### config.mk
export PLATFORM = sky130hd
export DESIGN_NAME = game_timer
export DESIGN_NICKNAME = d
export VERILOG_FILES = /design/src/rtl/game_timer_pkg.sv /design/src/rtl/game_timer_digit.sv /design/src/rtl/game_timer.sv
export SDC_FILE = /design/constraint.sdc
export NUM_CORES = 1
export LEC_CHECK = 0
export ABC_AREA = 1
export BUFFER_PORTS_ARGS = -buffer_cell sky130_fd_sc_hd__buf_2
export CAP_MARGIN = 20
export CORE_ASPECT_RATIO = 0.6
export CORE_MARGIN = 2
export CORE_UTILIZATION = 34
export CTS_CLUSTER_DIAMETER = 120
export DETAILED_ROUTE_END_ITERATION = 7
export PLACE_DENSITY = 0.67
export SETUP_SLACK_MARGIN = 0.02
export SYNTH_ARGS = -nofsm -noshare
export SYNTH_HDL_FRONTEND = slang
export SYNTH_SLANG_ARGS = --single-unit
export TNS_END_PERCENT = 30
### constraint.sdc
create_clock -name clk -period 1.6 [get_ports clk]
set_input_delay 0.32 -clock clk [delete_from_list [all_inputs] [get_ports clk]]
set_output_delay 0.32 -clock clk [all_outputs]
set_load 0.1 [all_outputs]
### src/rtl/game_timer_pkg.sv
// Shared definitions for the game countdown timer and the display driver.
package game_pkg;

  typedef enum logic [1:0] {
    ST_IDLE  = 2'd0,
    ST_RUN   = 2'd1,
    ST_PAUSE = 2'd2,
    ST_DONE  = 2'd3
  } state_t;

  localparam int BCD_W        = 4;
  localparam int SEC_TENS_MAX = 5;
  localparam int BCD_MAX      = 9;
  localparam int DIGIT_COUNT  = 4;

  // Digit positions inside the 16-bit MM:SS word; LSB of a digit is idx*BCD_W.
  localparam int SEC_ONES_IDX = 0;
  localparam int SEC_TENS_IDX = 1;
  localparam int MIN_ONES_IDX = 2;
  localparam int MIN_TENS_IDX = 3;

  // Largest legal value of a digit; also the value it wraps to on a borrow.
  function automatic logic [BCD_W-1:0] digit_limit(input int idx, input int max_tens);
    int lim;
    lim = BCD_MAX;
    if (idx == SEC_TENS_IDX) lim = SEC_TENS_MAX;
    if (idx == MIN_TENS_IDX) lim = (max_tens > BCD_MAX) ? BCD_MAX : max_tens;
    return BCD_W'(lim);
  endfunction

  // Saturate a loaded digit to its limit.
  function automatic logic [BCD_W-1:0] clamp_digit(input logic [BCD_W-1:0] d,
                                                   input logic [BCD_W-1:0] lim);
    return (d > lim) ? lim : d;
  endfunction

endpackage

### src/rtl/game_timer_digit.sv
// One BCD down-counting digit with parallel load and wrap-on-borrow.
module bcd_down_digit
  import game_pkg::*;
(
  input  logic             clk,
  input  logic             reset,
  input  logic             load,
  input  logic [BCD_W-1:0] load_val,
  input  logic             dec_en,
  input  logic [BCD_W-1:0] wrap_val,
  output logic [BCD_W-1:0] digit,
  output logic             borrow_out
);

  logic [BCD_W-1:0] digit_reg;

  // Digit register: load beats decrement; zero wraps to the digit's limit.
  always_ff @(posedge clk) begin
    if (reset) begin
      digit_reg <= '0;
    end else if (load) begin
      digit_reg <= load_val;
    end else if (dec_en) begin
      digit_reg <= (digit_reg == '0) ? wrap_val : digit_reg - BCD_W'(1);
    end
  end

  assign digit      = digit_reg;
  assign borrow_out = dec_en & (digit_reg == '0);

endmodule

### src/rtl/game_timer.sv
// MM:SS BCD countdown driven by the slow divider square wave.
module game_timer
  import game_pkg::*;
#(
  parameter int MAX_TENS_MIN = 5
) (
  input  logic        clk,
  input  logic        reset,
  input  logic        tick_in,
  input  logic        load,
  input  logic [15:0] load_value,
  input  logic        start,
  input  logic        pause,
  output logic [15:0] time_out,
  output logic        running,
  output logic        expired,
  output logic        done
);

  logic                 tick_prev_reg;
  logic                 sec_pulse;
  state_t               state_reg;
  logic                 running_reg;
  logic                 expired_reg;
  logic                 done_reg;
  logic [DIGIT_COUNT:0] borrow;
  logic                 count_is_one;
  logic                 count_is_zero;
  logic                 underflow;

  // Edge detector; resets high so a divider already high at release is not an edge.
  always_ff @(posedge clk) begin
    if (reset) tick_prev_reg <= 1'b1;
    else       tick_prev_reg <= tick_in;
  end

  assign sec_pulse = tick_in & ~tick_prev_reg;

  // The borrow chain starts with the one-second decrement request.
  assign borrow[0] = (state_reg == ST_RUN) & sec_pulse & ~load;

  generate
    for (genvar gi = 0; gi < DIGIT_COUNT; gi++) begin : g_digit
      localparam logic [BCD_W-1:0] LIMIT = digit_limit(gi, MAX_TENS_MIN);
      logic [BCD_W-1:0] load_clamped;

      assign load_clamped = clamp_digit(load_value[gi*BCD_W +: BCD_W], LIMIT);

      bcd_down_digit u_digit (
        .clk        (clk),
        .reset      (reset),
        .load       (load),
        .load_val   (load_clamped),
        .dec_en     (borrow[gi]),
        .wrap_val   (LIMIT),
        .digit      (time_out[gi*BCD_W +: BCD_W]),
        .borrow_out (borrow[gi+1])
      );
    end
  endgenerate

  assign count_is_one  = (time_out == 16'h0001);
  assign count_is_zero = (time_out == 16'h0000);
  // Only reachable if RUN were ever entered at 00:00; treated as expiry.
  assign underflow     = borrow[DIGIT_COUNT];

  // Control FSM with registered status outputs; load > start > pause.
  always_ff @(posedge clk) begin
    if (reset) begin
      state_reg   <= ST_IDLE;
      running_reg <= 1'b0;
      expired_reg <= 1'b0;
      done_reg    <= 1'b0;
    end else begin
      expired_reg <= 1'b0;
      if (load) begin
        state_reg   <= ST_IDLE;
        running_reg <= 1'b0;
        done_reg    <= 1'b0;
      end else begin
        case (state_reg)
          ST_IDLE: begin
            if (start) begin
              if (count_is_zero) begin
                state_reg   <= ST_DONE;
                done_reg    <= 1'b1;
                expired_reg <= 1'b1;
              end else begin
                state_reg   <= ST_RUN;
                running_reg <= 1'b1;
              end
            end
          end
          ST_RUN: begin
            if ((sec_pulse && count_is_one) || underflow) begin
              state_reg   <= ST_DONE;
              running_reg <= 1'b0;
              done_reg    <= 1'b1;
              expired_reg <= 1'b1;
            end else if (pause) begin
              state_reg   <= ST_PAUSE;
              running_reg <= 1'b0;
            end
          end
          ST_PAUSE: begin
            if (start) begin
              state_reg   <= ST_RUN;
              running_reg <= 1'b1;
            end
          end
          default: begin
            state_reg <= ST_DONE;
          end
        endcase
      end
    end
  end

  assign running = running_reg;
  assign expired = expired_reg;
  assign done    = done_reg;

endmodule

==> results of run 1 <==
## critical path, stage by stage, from the launching register on
cell,delay [ns]
dfxtp_4,0.36
nor2_1,0.10
nand2_1,0.09
nor2_1,0.18
inv_1,0.13
nor2_8,0.16
nand2_4,0.09
nand2_4,0.10
nand3_2,0.07
a21oi_2,0.11
## how the worst max path moves through the flow
stage | endpoint | start | slack, ns
after floorplan | g_digit[2].u_digit.digit[1] | g_digit[1].u_digit.digit[0] | 0.01
after global placement | g_digit[3].u_digit.digit[1] | g_digit[1].u_digit.digit[2] | 0.17
after detailed placement | g_digit[3].u_digit.digit[0] | tick_in | 0.15
after CTS | g_digit[3].u_digit.digit[0] | state_reg[1] | 0.13
after global routing | running | g_digit[2].u_digit.digit[0] | 0.02
final | g_digit[3].u_digit.digit[0] | g_digit[1].u_digit.digit[2] | 0.14
## per-layer routing
layer / GRT usage (%) / vias up
met1: 24.1 / 604
met3: 5.40 / 5
met5: 0 / -
met4: 5.65 / 0
li1: - / 729
met2: 22.9 / 48
## Yosys cell counts
cell | count | area share, %
a41oi_1 | 1 | 0.67
nand3b_1 | 1 | 0.58
nand2_4 | 2 | 1.7
nor2_1 | 30 | 8.6
nor2_8 | 1 | 1.5
inv_2 | 2 | 0.58
o31ai_1 | 2 | 1.2
a21oi_2 | 3 | 2.0
a211oi_1 | 2 | 1.2
buf_2 | 1 | 0.38
inv_1 | 28 | 8.1
nand2_1 | 33 | 9.5
nand2_2 | 4 | 1.9
nand3_1 | 17 | 6.5
buf_1 | 1 | 0.29
o21ai_2 | 1 | 0.67
nor2_2 | 2 | 0.96
nand3_4 | 1 | 1.3
nand3_2 | 1 | 0.77
o21ai_1 | 3 | 1.2
and2_1 | 1 | 0.48
a21oi_1 | 12 | 4.6
and3_1 | 1 | 0.48
nand4_1 | 4 | 1.9
clkbuf_1 | 2 | 0.58
nor3_1 | 2 | 0.77
a32o_1 | 1 | 0.77
a22oi_1 | 1 | 0.58
nor2_4 | 1 | 0.86
o2111ai_1 | 1 | 0.67
a31oi_1 | 2 | 0.96
o311ai_0 | 1 | 0.67
dfxtp_1 | 22 | 34
o211ai_1 | 2 | 1.2
or2_2 | 1 | 0.48
o21ai_0 | 4 | 1.5
## cell type report
type | count | share of cell area (%)
multi-input cells | 138 | 44.6
flip-flops and latches | 22 | 28.1
repair buffers | 43 | 13.5
inverters | 30 | 6.84
well taps | 47 | 3.57
clock buffers | 4 | 3.35
## per-stage QoR
step	std cells	hold slack [ns]	instance area [sq um]	util [%]
3_3_place_gp	280	0.463	1590	43.2
3_5_place_dp	280	0.467	1590	43.2
4_1_cts	284	0.250	1650	44.7
2_1_floorplan	194	0.424	1330	-
5_1_grt	284	0.260	1650	44.7
6_report	284	0.252	1650	44.7
## logic make-up (layout without fill, tap and decap cells)
kind of cell    after synthesis  in the layout
simple gates                102            102
buf+inv                      34             77
flops                        22             22
compound gates               36             36
## power by group through the flow
stage / clock network (uW) / logic [uW] / registers (uW)
floorplan: 0 / 166 / 791
global placement: 0 / 432 / 620
detailed placement: 0 / 434 / 620
CTS: 420 / 435 / 607
global route: 445 / 473 / 613
finish: 408 / 435 / 608
## timing repair
action | 4_1_cts | 5_1_grt
hold buffers | 0 | 0
setup endpoints to repair | 0 | 2
setup buffers | 0 | 0
==> impl_metrics.tcl, run 1 <==
set metrics [dict create \
    layout_setup_ws_ns 0.139 \
    status "finished clean" \
    wl_met1_mm 1.69 \
    rsz0062_at_grt "yes" \
    hold_class "in -> reg" \
    worst_skew_pair.late_latency_ns 0.27 \
    wire_per_inst_microns 11.6 \
    synth_adder_area_share_pct 0 \
    p_clk_share_pct 28.1 \
    period_share_pct 91.3 \
    ff_latch_area_sq_um 463 \
    power_switching_uw 547 \
    comb_power_share_pct 30.0 \
    powerDensity_nw_per_um2 881 \
    synth-compound-area-share_pct 17.8 \
    drive_gt1_share_pct 34.6 \
    multi_input_area_sq_um 733 \
    die_y_microns 51.9 \
    drc_errors 0 \
    crit_type "reg -> reg" \
    clock_path_buffers 2 \
    die-width_microns 83.9 \
    grt_pass1_wl_mm 5.64 \
    vias 1386 \
    drt-initial-drc-count 88 \
    rr_worst_depth 9 \
    startpoint_type "flop" \
    hold_path_depth 2 \
    max_freq_mhz 684 \
    overflow 0 \
    firstDrtPassIters 5 \
    largest_reg_flops 16 \
    fin_crit_ns 1.46 \
    worstPathMaxFanout 5 \
    whs_endpoint "tick_prev_reg" \
    intPower_uw 903 \
    start_util_pct 35.4 \
    avgSynthCellArea_sq_um 6.71 \
    pwr-share-seq_pct 41.9 \
    end_kind "flop" \
    arrival_ns 1.67 \
    grt_max_degree 15 \
    finalHoldViolCount 0 \
    gp_congestion 0.892 \
    track_usage_pct 16.7 \
    synth_top_family_by_area "simple AND/OR/NAND/NOR gates" \
    ys_seq_area_share_pct 33.8 \
    p_sw_share_pct 37.8 \
    slew_viol_final 0 \
    synth_xor_xnor_area_share_pct 0 \
    peakVddDrop_v 0.000376 \
    clock-sinks 22 \
    ys_seq_elements 22 \
    setup_violations 0 \
    cts_made_buffers 3 \
    num_antenna_cells 0 \
    cts_root_buf "clkbuf_8" \
    nets 260 \
    synthCells 194 \
    fin_skew_ns 0.00553 \
    rows 17 \
    fin_setup_tns_ns 0 \
    fillers 381 \
    port_buffers 40 \
    synth-simple-area-share_pct 38.5 \
    relSlewSlack_pct 67.2 \
    worst_r2r_endpoint "g_digit[3].u_digit.digit[0]" \
    synth_nets 216 \
    grt_pass1_vias 1225 \
    dr_wl_met2_mm 1.26 \
    syn_area_sq_um 1300 \
    final_cell_mix "40 x buf_2, 33 x nand2_1, 30 x nor2_1, 28 x inv_1, 17 x nand3_1" \
    dpl.hpwl_mm 2.58 \
    power.total_uw 1450 \
    area_growth_pct 26.3 \
    cts_htree_levels 1 \
    cp.required_ns 1.80 \
    top_layer "met4" \
    synth_mux_area_share_pct 0 \
    reg2reg_from "g_digit[1].u_digit.digit[2]" \
    cts_tree "done" \
    fp.coreArea_sq_um 3680 \
    worstHoldStart "tick_in" \
    post_cts_resized 0 \
    antenna_found_initial 0 \
    tightest_slew_ns 0.495 \
    wl_met3_microns 314 \
    drt-total-wl_mm 3.30 \
    max_cap_viol_count 0 \
    dieArea_sq_um 4360 \
    ant_nets 0 \
    cts.clk_slew.worst_paths_ns 0.08 \
    vias_per_cell 4.88 \
    dp_slack_ns 0.148 \
    layout_commonest_cell "buf_2" \
    io_pins 41 \
    ys_warn_count 0 \
    r2r_slack_ns 0.14 \
    yosysUniqueCellTypes 36 \
    p_leak_uw 0.000826 \
]
Power figures use the tool's default switching activity.
==> inputs of run 2 (changes only) <==
--- a/config.mk
+++ b/config.mk
@@ -9,7 +9,6 @@
 export BUFFER_PORTS_ARGS = -buffer_cell sky130_fd_sc_hd__buf_2
 export CAP_MARGIN = 20
 export CORE_ASPECT_RATIO = 0.6
-export CORE_MARGIN = 2
 export CORE_UTILIZATION = 34
 export CTS_CLUSTER_DIAMETER = 120
 export DETAILED_ROUTE_END_ITERATION = 7
==> run 2 against run 1 <==
Largest cell class unchanged. Power shrank 2.6%. Utilization grew 2.9 points. Setup slack gained 0.035 ns. First-iteration DRC count shrank 2.3%. Routed wire length shrank 0.85%. Register-to-register slack gained 0.04 ns. Fmax grew 2.5%. Hold slack is essentially flat.
==> impl_metrics.tcl, run 2 (same netlist as run 1, synthesis figures left out) <==
set metrics [dict create \
    status "finished clean" \
    overflow 0 \
    post_cts_resized 0 \
    fin_crit_ns 1.43 \
    cp_top_family "simple AND/OR/NAND/NOR gates" \
    arrival_ns 1.63 \
    path_cells "nor2_2 -> nand2_1 -> inv_1 -> nand3_4 -> nor2_8 -> nand2_4 -> nand2_4 -> nand3_2 -> a21oi_2" \
    crit_path_frequent_cell "nand2_4" \
    vias 1380 \
    ff_latch_area_sq_um 463 \
    fp.coreArea_sq_um 3440 \
    max_cap_viol_count 0 \
    largest_reg_flops 16 \
    multi_input_area_sq_um 738 \
    die_y_microns 49.9 \
    layout_commonest_cell "buf_2" \
    cts_setup_buffers 0 \
    drive_gt1_share_pct 35.0 \
    rows 16 \
    p_leak_uw 0.000820 \
    ant_nets 0 \
    start_util_pct 37.8 \
    area_growth_pct 25.7 \
    fin_setup_tns_ns 0 \
    drt-total-wl_mm 3.27 \
    grt_pass1_vias 1148 \
    cts_made_buffers 3 \
    port_buffers 40 \
    setup_violations 0 \
    crit_type "reg -> reg" \
    final_cell_mix "40 x buf_2, 33 x nand2_1, 28 x nor2_1, 28 x inv_1, 17 x nand3_1" \
    grt_pass1_wl_mm 5.24 \
    cp_slowest_cell "dfxtp_2" \
    startpoint_type "flop" \
    cts_tree "done" \
    worstPathMaxFanout 7 \
    postCtsHoldBufs 0 \
    num_antenna_cells 0 \
    nets 260 \
    peakVddDrop_v 0.000370 \
    die-width_microns 81.9 \
    worst_skew_pair.late_latency_ns 0.27 \
    cts_htree_levels 1 \
    period_share_pct 89.1 \
    powerDensity_nw_per_um2 863 \
    track_usage_pct 17.0 \
    antenna_found_initial 0 \
    clock_path_buffers 2 \
    cts_root_buf "clkbuf_8" \
    clock-sinks 22 \
    drt-initial-drc-count 86 \
    vias_per_cell 4.89 \
    wire_per_inst_microns 11.6 \
    io_pins 41 \
    gp_congestion 0.850 \
    cts.clk_slew.worst_paths_ns 0.08 \
    hold_class "in -> reg" \
    tightest_slew_ns 0.502 \
    max_freq_mhz 701 \
    placed_cells 278 \
    stdcell_count 282 \
    dpl.hpwl_mm 2.55 \
    grt_max_degree 15 \
    fillers 363 \
    finalHoldViolCount 0 \
    cpPeakStageDelay_ns 0.35 \
    rsz0062_at_grt "no" \
    fin_skew_ns 0.00213 \
    relSlewSlack_pct 66.8 \
    critPathBufInv 1 \
    cp.required_ns 1.80 \
    firstDrtPassIters 4 \
    slew_viol_final 0 \
    end_kind "flop" \
    dieArea_sq_um 4090 \
    drc_errors 0 \
]
run 2: cell type report:
| class | count | share of cell area (%) |
|---|---|---|
| timing repair buffer | 43 | 13.6 |
| inverter | 30 | 6.88 |
| multi-input combinational | 138 | 45.1 |
| clock buffer | 4 | 2.75 |
| sequential | 22 | 28.3 |
| tap | 45 | 3.44 |
run 2: final timing paths:
check / from / cells after the start / slack (ns) / to
worst min register to register: done / 2 / 0.48 / done
worst min-delay path: tick_in / 2 / 0.25 / tick_prev_reg
worst max-delay path: g_digit[0].u_digit.digit[2] / 9 / 0.17 / g_digit[3].u_digit.digit[0]
worst max register to register: g_digit[0].u_digit.digit[2] / 9 / 0.17 / g_digit[3].u_digit.digit[0]
run 2: through the flow:
step / util, % / power [uW] / area (sq um) / worst slack [ns] / hold slack (ns)
final: 47.6 / 1410 / 1640 / 0.174 / 0.252
after global routing: 47.6 / 1480 / 1640 / 0.0252 / 0.256
after CTS: 47.4 / 1420 / 1630 / 0.117 / 0.247
after detailed placement: 46.1 / 1050 / 1590 / 0.142 / 0.459
after global placement: 46.1 / 1050 / 1590 / 0.144 / 0.455
after floorplan: - / 957 / 1330 / 0.0138 / 0.424
run 2: worst register-to-register path, stage by stage, from the launching register on:
cell     delay, ns
dfxtp_2       0.35
nor2_2        0.16
nand2_1       0.11
inv_1         0.10
nand3_4       0.14
nor2_8        0.16
nand2_4       0.08
nand2_4       0.09
nand3_2       0.07
a21oi_2       0.10
run 2: layer usage:
layer  GRT usage [%]  wire length (microns)  vias up
met5               0                      0        -
met3            5.19                    245        5
li1                -                      -      726
met1            26.0                   1740      607
met2            22.5                   1270       42
met4            3.51                     20        0
run 2: power by group:
| part | leakage [uW] | switching (uW) | total, uW | internal, uW |
|---|---|---|---|---|
| clock network | 0.0000228 | 191 | 369 | 178 |
| registers | 0.000187 | 28.7 | 608 | 579 |
| logic | 0.000611 | 331 | 435 | 105 |
| total | 0.000820 | 551 | 1410 | 862 |
==> inputs of run 3 (changes only) <==
--- a/config.mk
+++ b/config.mk
@@ -12,7 +12,6 @@
 export CORE_UTILIZATION = 34
 export CTS_CLUSTER_DIAMETER = 120
 export DETAILED_ROUTE_END_ITERATION = 7
-export PLACE_DENSITY = 0.67
 export SETUP_SLACK_MARGIN = 0.02
 export SYNTH_ARGS = -nofsm -noshare
 export SYNTH_HDL_FRONTEND = slang
==> run 3 against run 2 <==
Critical path depth decreased by 8. Clock skew increased by 0.0092 ns. Power increased by 7.1%. Clock power increased by 26%. Final cell count increased by 0.71%. Flip-flop and latch count unchanged. Design area increased by 2.7%. Count of clock-buffer cells in the layout unchanged. Hold slack improved by 0.0028 ns. Routed wire length decreased by 1.2%. Setup slack improved by 0.0069 ns. Largest power group unchanged.
==> impl_metrics.tcl, run 3 (same netlist as run 1, synthesis figures left out) <==
set metrics [dict create \
    status "finished clean" \
    worst_skew_pair.late_latency_ns 0.27 \
    fin_crit_ns 1.42 \
    dpl.hpwl_mm 2.49 \
    worst_r2r_endpoint "g_digit[3].u_digit.digit[0]" \
    postCtsHoldBufs 0 \
    largest_reg_flops 16 \
    clock-sinks 22 \
    max_freq_mhz 705 \
    drt-initial-drc-count 97 \
    grt_pass1_vias 1152 \
    crit_type "reg -> out" \
    p_sw_share_pct 36.6 \
    gp_congestion 0.898 \
    grt_max_degree 15 \
    drive_gt1_share_pct 36.4 \
    die_y_microns 49.9 \
    final_cell_mix "40 x buf_2, 33 x nand2_1, 28 x nor2_1, 28 x inv_1, 17 x nand3_1" \
    cts_made_buffers 3 \
    firstDrtPassIters 4 \
    clock_path_buffers 2 \
    overflow 0 \
    track_usage_pct 16.8 \
    max_cap_viol_count 0 \
    num_antenna_cells 0 \
    tightest_slew_ns 0.486 \
    intPower_uw 959 \
    cp_top_family "buffers and inverters" \
    power_switching_uw 554 \
    cp_slowest_cell "buf_2" \
    fin_skew_ns 0.0113 \
    cts_root_buf "clkbuf_8" \
    reg2reg_from "g_digit[1].u_digit.digit[2]" \
    layout_setup_ws_ns 0.181 \
    crit_path_end "time_out[13]" \
    worstPathMaxFanout 5 \
    rsz0062_at_grt "no" \
    rr_worst_depth 9 \
    finalHoldViolCount 0 \
    r2r_slack_ns 0.19 \
    cp.required_ns 1.28 \
    dp_slack_ns 0.144 \
    fillers 379 \
    io_pins 41 \
    arrival_ns 1.10 \
    peakVddDrop_v 0.000430 \
    slew_viol_final 0 \
    nets 262 \
    path_cells "buf_2" \
    pwr-share-seq_pct 40.3 \
    vias 1356 \
    crit_path_start "g_digit[3].u_digit.digit[1]" \
    cts_htree_levels 1 \
    wire_per_inst_microns 11.4 \
    multi_input_area_sq_um 746 \
    area_growth_pct 29.1 \
    power.total_uw 1510 \
    fp.coreArea_sq_um 3440 \
    cpPeakStageDelay_ns 0.44 \
    grt_pass1_wl_mm 5.23 \
    drt-total-wl_mm 3.23 \
    hold_class "in -> reg" \
    fin_setup_tns_ns 0 \
    period_share_pct 88.7 \
    startpoint_type "flop" \
    comb_power_share_pct 29.0 \
    powerDensity_nw_per_um2 900 \
    critPathBufInv 1 \
    ff_latch_area_sq_um 463 \
    drc_errors 0 \
    cts.clk_slew.worst_paths_ns 0.09 \
    cp.depth 1 \
    cts_tree "done" \
    layout_commonest_cell "buf_2" \
    p_clk_share_pct 30.8 \
    start_util_pct 37.8 \
    port_buffers 40 \
    end_kind "output port" \
    rows 16 \
    ant_nets 0 \
    dieArea_sq_um 4090 \
    relSlewSlack_pct 67.8 \
    setup_violations 0 \
    vias_per_cell 4.77 \
    p_leak_uw 0.000845 \
    antenna_found_initial 0 \
    die-width_microns 81.9 \
]
## run 3: changes by cell type in the layout (fill, tap and decap cells not counted), sizes merged
| cell | before | now |
|---|---|---|
| buf | 43 | 45 |
## run 3: power groups by stage
stage | Combinational [uW] | Clock, uW | Sequential [uW]
global route | 474 | 510 | 613
global placement | 434 | 0 | 621
detailed placement | 433 | 0 | 620
CTS | 434 | 479 | 607
finish | 438 | 465 | 609
floorplan | 166 | 0 | 791
## run 3: final cells by class
| cell class | count | share of cell area (%) |
|---|---|---|
| multi-input combinational | 138 | 44.3 |
| sequential | 22 | 27.5 |
| timing repair buffer | 45 | 14.1 |
| inverter | 30 | 6.70 |
| clock buffer | 4 | 3.94 |
| tap | 45 | 3.35 |
## run 3: worst min-delay path by stage
stage	slack (ns)	cells past startpoint	start	endpoint
4_1_cts	0.25	2	tick_in	tick_prev_reg
3_3_place_gp	0.46	2	g_digit[2].u_digit.digit[1]	g_digit[2].u_digit.digit[1]
5_1_grt	0.25	2	tick_in	tick_prev_reg
6_report	0.25	2	tick_in	tick_prev_reg
3_5_place_dp	0.46	2	g_digit[2].u_digit.digit[1]	g_digit[2].u_digit.digit[1]
2_1_floorplan	0.42	1	reset	tick_prev_reg
## run 3: stage by stage
stage / util (%) / hold slack, ns / cell area, sq um / instances
CTS: 48.0 / 0.250 / 1650 / 282
global placement: 46.1 / 0.463 / 1590 / 278
global route: 48.8 / 0.246 / 1680 / 284
floorplan: - / 0.424 / 1330 / 194
detailed placement: 46.1 / 0.459 / 1590 / 278
finish: 48.8 / 0.255 / 1680 / 284
## run 3: layer usage
metal  up-vias  GRT usage [%]  routed length (microns)
met5         -              0                        0
met2        38           23.7                     1270
met1       589           25.2                     1750
li1        727              -                        -
met4         0           1.75                        7
met3         2           5.19                      205
## run 3: timing repair
item                                    4_1_cts  5_1_grt
resized for setup                             0        4
endpoints found under the setup margin        0        4
setup buffers                                 0        2
hold endpoints to repair                      0        0
